<file path="config.mk">
export PLATFORM = sky130hd
export DESIGN_NAME = instr_prefetch_queue
export DESIGN_NICKNAME = d
export VERILOG_FILES = /design/src/rtl/instr_prefetch_queue.sv
export SDC_FILE = /design/constraint.sdc
export NUM_CORES = 1
export LEC_CHECK = 0
export ABC_AREA = 1
export CAP_MARGIN = 20
export CORE_MARGIN = 2
export CORE_UTILIZATION = 61
export CTS_CLUSTER_DIAMETER = 30
export DETAILED_ROUTE_END_ITERATION = 10
export PLACE_DENSITY = 0.85
export REMOVE_ABC_BUFFERS = 1
export SYNTH_ARGS = -nofsm -noshare
export SYNTH_HDL_FRONTEND = slang
export SYNTH_SLANG_ARGS = --single-unit
</file>
<file path="constraint.sdc">
create_clock -name clk -period 7 [get_ports clk]
set_input_delay 1.4 -clock clk [delete_from_list [all_inputs] [get_ports clk]]
set_output_delay 1.4 -clock clk [all_outputs]
set_load 0.005 [all_outputs]
</file>
<file path="src/rtl/instr_prefetch_queue.sv">
// Instruction fetch front-end: in-order imem requests, PC-tagged instruction FIFO,
// and redirect handling that flushes the FIFO and drains responses already in flight.
module instr_prefetch_queue #(
   parameter int unsigned     XLEN     = 32,
   parameter int unsigned     DEPTH    = 4,
   parameter logic [XLEN-1:0] RESET_PC = '0
) (
   input  logic            clk,
   input  logic            rst,
   output logic            imem_req_valid,
   input  logic            imem_req_ready,
   output logic [XLEN-1:0] imem_req_addr,
   input  logic            imem_rsp_valid,
   input  logic [XLEN-1:0] imem_rsp_data,
   input  logic            redirect_valid,
   input  logic [XLEN-1:0] redirect_pc,
   output logic            inst_valid,
   input  logic            inst_ready,
   output logic [XLEN-1:0] inst_data,
   output logic [XLEN-1:0] inst_pc
);

   localparam int unsigned AW = $clog2(DEPTH);
   localparam int unsigned CW = AW + 1;
   localparam int unsigned SW = CW + 1;

   typedef enum logic [1:0] {
      BOOT  = 2'd0,
      FETCH = 2'd1,
      DRAIN = 2'd2
   } state_t;

   state_t          state, state_n;
   logic [XLEN-1:0] fetch_pc, fetch_pc_n;
   logic [CW-1:0]   count, count_n;
   logic [CW-1:0]   outstanding, outstanding_n;
   logic [CW-1:0]   stale, stale_n;
   logic [AW-1:0]   wr_ptr, wr_ptr_n;
   logic [AW-1:0]   rd_ptr, rd_ptr_n;
   logic [XLEN-1:0] inst_data_n, inst_pc_n;
   logic [XLEN-1:0] mem_data [DEPTH];
   logic [XLEN-1:0] mem_pc   [DEPTH];

   logic            accept;
   logic            rsp_ok;
   logic            push;
   logic            pop;
   logic [XLEN-1:0] rsp_pc;
   logic            unused_redirect_lsbs;

   assign unused_redirect_lsbs = ^redirect_pc[1:0];

   // Credit rule: FIFO entries plus requests in flight never exceed DEPTH.
   always_comb begin : req_logic
      imem_req_valid = (state == FETCH) && !redirect_valid &&
                       ((SW'(count) + SW'(outstanding)) < SW'(DEPTH));
   end

   assign imem_req_addr = fetch_pc;
   assign inst_valid    = (count != '0);
   assign accept        = imem_req_valid && imem_req_ready;
   assign rsp_ok        = imem_rsp_valid && (outstanding != '0);
   assign push          = rsp_ok && (stale == '0) && !redirect_valid;
   assign pop           = inst_valid && inst_ready && !redirect_valid;

   // Live requests are contiguous and end at fetch_pc-4, so the oldest one is recoverable.
   assign rsp_pc = fetch_pc - XLEN'({outstanding, 2'b00});

   always_comb begin : next_state_logic
      state_n       = state;
      fetch_pc_n    = fetch_pc;
      count_n       = count + CW'(push) - CW'(pop);
      outstanding_n = outstanding + CW'(accept) - CW'(rsp_ok);
      stale_n       = stale;
      wr_ptr_n      = wr_ptr;
      rd_ptr_n      = rd_ptr;
      inst_data_n   = inst_data;
      inst_pc_n     = inst_pc;

      if (accept) begin
         fetch_pc_n = fetch_pc + XLEN'(4);
      end
      if (rsp_ok && (stale != '0)) begin
         stale_n = stale - CW'(1);
      end
      if (push) begin
         wr_ptr_n = wr_ptr + AW'(1);
      end
      if (pop) begin
         rd_ptr_n = rd_ptr + AW'(1);
      end

      // Head register follows the next FIFO head, bypassing a push into an empty queue.
      if (pop && (count > CW'(1))) begin
         inst_data_n = mem_data[rd_ptr + AW'(1)];
         inst_pc_n   = mem_pc[rd_ptr + AW'(1)];
      end else if (push && ((count == '0) || (pop && (count == CW'(1))))) begin
         inst_data_n = imem_rsp_data;
         inst_pc_n   = rsp_pc;
      end

      if (redirect_valid) begin
         fetch_pc_n = {redirect_pc[XLEN-1:2], 2'b00};
         count_n    = '0;
         wr_ptr_n   = '0;
         rd_ptr_n   = '0;
         stale_n    = outstanding_n;
      end

      case (state)
         BOOT:         state_n = FETCH;
         FETCH, DRAIN: state_n = (stale_n != '0) ? DRAIN : FETCH;
         default:      state_n = BOOT;
      endcase
   end

   always_ff @(posedge clk or negedge rst) begin : state_regs
      if (!rst) begin
         state       <= BOOT;
         fetch_pc    <= RESET_PC;
         count       <= '0;
         outstanding <= '0;
         stale       <= '0;
         wr_ptr      <= '0;
         rd_ptr      <= '0;
         inst_data   <= '0;
         inst_pc     <= '0;
      end else begin
         state       <= state_n;
         fetch_pc    <= fetch_pc_n;
         count       <= count_n;
         outstanding <= outstanding_n;
         stale       <= stale_n;
         wr_ptr      <= wr_ptr_n;
         rd_ptr      <= rd_ptr_n;
         inst_data   <= inst_data_n;
         inst_pc     <= inst_pc_n;
      end
   end

   always_ff @(posedge clk) begin : fifo_mem
      if (push) begin
         mem_data[wr_ptr] <= imem_rsp_data;
         mem_pc[wr_ptr]   <= rsp_pc;
      end
   end

endmodule

</file>
==> results.yml <==
outcome:
  outcome: "finished clean"
setup_path:
  crit_top_cell: "clkdlybuf4s50_1"
  crit_slowest_cell: "clkdlybuf4s50_1"
  crit_buf_inv: 3
  cp-start-kind: "primary input"
  path_depth: 5
  crit_family: "buffers and inverters"
  critical_path_class: "in2out"
  slowest_delay_ns: 0.55
  crit_chain: "clkdlybuf4s50_1 -> buf_4 -> or2_0 -> nor3_2 -> clkdlybuf4s50_1"
  worst_ep_arrival_time_ns: 3.12
  worst_setup_path_end_kind: "output pin"
  cp_max_fo: 39
  cp.required_ns: 5.60
  r2r_cells: 13
run:
  cap_violations: 0
worst_hold_path:
  holdPathStages: 2
  hold_class: "reg2reg"
finish:
  fin_area_um2: 19800
  nFillCells: 1497
  final_util_pct: 76.6
  layout_commonest_cell: "nand2_1"
  fin_nets: 1764
  area_growth_pct: 24.4
  layout-drive-gt1-share_pct: 11.0
  diodes: 0
  seq_area_um2: 10100
  multi_input_area_um2: 5110
  mostFrequentLayoutCells: "354 x nand2_1, 248 x edfxtp_1, 169 x nor2_1"
clocking:
  cts_root_buf: "clkbuf_16"
  cts_sinks: 355
  clockBufferDepth: 3
  postCtsSetupBuffers: 0
  htree_num_levels: 2
  clock_latency_ns: 0.60
  cts_resized: 0
  cts_tree: "done"
  cts_hold_buf: 0
  clk_pin_slew_ns: 0.05
  cts-buffers-inserted: 61
floorplanning:
  io_pins: 168
  die_w_um: 166
  core_um2: 25800
  rows: 59
  die_height_um: 166
  die_area_um2: 27400
  initial_utilization_pct: 61.6
sta:
  hold_violations: 0
  fin_setup_tns_ns: 0
  fin_crit_sh_pct: 64.6
  worstMarginPinSlew_ns: 1.07
  layout_min_cycle_time_ns: 4.52
  rsz0062_at_grt: "false"
  setup_viol: 0
  max_freq_ghz: 0.221
  slew_headroom_pct: 28.9
  drv_slew: 0
  skew_ns: 0.0234
logic_synthesis:
  yosysWarnings: 0
  synthFlopType: "edfxtp_1"
  synthesis.instances: 1507
  yosysSeqAreaShare_pct: 63.6
  synthArstFlopShare_pct: 30.1
  syn_area_um2: 15900
  ys_types: 45
  synth_edf_count: 248
  avgSynthCellArea_um2: 10.6
  ys_ff_latch: 355
route:
  via_per_inst: 5.96
  first_pass_iters: 7
  wl_per_cell_um: 19.8
  num_vias: 12300
  drc: 0
  ant_nets: 0
  drtIter0Drc: 1404
  wl_um: 40800
placed_design:
  place_area_um2: 17700
  place_hpwl_um: 22500
  gp_congestion: 0.900
  port_buffers: 161
global_route:
  grtUsageTotal_pct: 30.0
  grt_pass1_vias: 12300
  grt-ovfl-total: 0
  grt_pass1_wl_um: 63100
  antenna_found_initial: 0
  grt_max_degree: 95
power:
  ir_drop_uv: 258
  power.density_nw_per_um2: 387
  power_leakage_nw: 7.75
==> cells in the mapped netlist (8+ instances only) <==
| cell type | instances | area, um^2 |
|---|---|---|
| nor3_1 | 11 | 55.1 |
| ha_1 | 21 | 263 |
| dfrtp_1 | 107 | 2680 |
| inv_1 | 89 | 334 |
| o21ai_1 | 11 | 55.1 |
| nor2_1 | 174 | 653 |
| nand4_1 | 12 | 75.1 |
| a31oi_1 | 39 | 244 |
| clkbuf_1 | 38 | 143 |
| a22oi_1 | 52 | 390 |
| xor2_1 | 36 | 315 |
| o211ai_1 | 12 | 90.1 |
| edfxtp_1 | 248 | 7450 |
| nand3_1 | 56 | 280 |
| or2_2 | 40 | 250 |
| mux2i_1 | 12 | 120 |
| nand2_1 | 355 | 1330 |
| o221ai_1 | 8 | 70.1 |
| o21ai_0 | 103 | 515 |
| buf_2 | 25 | 125 |
==> area by class of cell <==
class	instances	area share, %
tap	335	2.12
inverter	92	1.76
clock buffer	68	7.95
multi-input combinational	987	25.8
clock inverter	48	2.57
sequential	355	51.2
timing repair buffer	173	8.59
==> per-layer routing <==
metal | vias up | track usage, % | wire length [um]
met4 | 0 | 11.6 | 1110
met5 | - | 0 | 0
met1 | 5875 | 39.0 | 15700
met3 | 110 | 6.07 | 4150
met2 | 763 | 50.1 | 19800
li1 | 5508 | - | -
==> where the power goes <==
part           internal [mW]  switching, mW
Combinational          0.799           1.06
Clock                   1.81           1.12
Sequential              2.61          0.245
Total                   5.22           2.43
==> final timing paths <==
check | startpoint | end | slack, ns
worst max-delay path | redirect_valid | imem_req_valid | 2.48
max in group asynchronous | rst | imem_req_addr[30] | 4.76
min in group asynchronous | rst | inst_data[12] | 0.79
worst min register to register | inst_pc[29] | inst_pc[29] | 0.48
worst min-delay path | inst_pc[29] | inst_pc[29] | 0.48
worst max register to register | outstanding[2] | state[0] | 3.59
==> worst register-to-register path, stage by stage, from the launching register on <==
cell and delay (ns):
dfrtp_1 0.42, ha_1 0.28, or2_0 0.23, nor3_2 0.24
nand2_1 0.47, ha_1 0.49, inv_1 0.04, ha_1 0.18
fa_1 0.46, nand2_1 0.09, nand2_1 0.09, nor2_1 0.15
nand3_1 0.08, a21oi_1 0.12
==> stage by stage <==
stage,setup WS (ns),hold WS (ns),instances,total power [mW]
CTS,2.48,0.484,2058,7.65
finish,2.48,0.482,2058,7.66
floorplan,2.15,0.472,1434,3.80
detailed placement,2.21,0.472,1942,4.68
global placement,2.23,0.465,1942,4.60
global route,2.35,0.507,2058,7.98
==> registers in the layout, summed over array words and instances (netlist names) <==
signal,cells
count,3
imem_req_addr,30
inst_data,32
inst_pc,30
mem_data,128
mem_pc,120
outstanding,3
rd_ptr,2
stale,3
state,2
wr_ptr,2
==> cells by family (layout without fill, tap and decap cells) <==
kind of cell / after synthesis / after routing / share of synthesized area, %
AND/OR/NAND/NOR: 669 / 669 / 17.7
multiplexers: 12 / 12 / 0.755
buffers and inverters: 168 / 381 / 4.54
other: 1 / 4 / 0.0236
AO/OA/AOI/OAI: 239 / 239 / 9.20
flip-flops: 355 / 355 / 63.6
XOR/XNOR: 39 / 39 / 2.15
adder cells (fa/ha/maj): 24 / 24 / 2.03
Note: power is estimated with default switching activity, not from simulation.
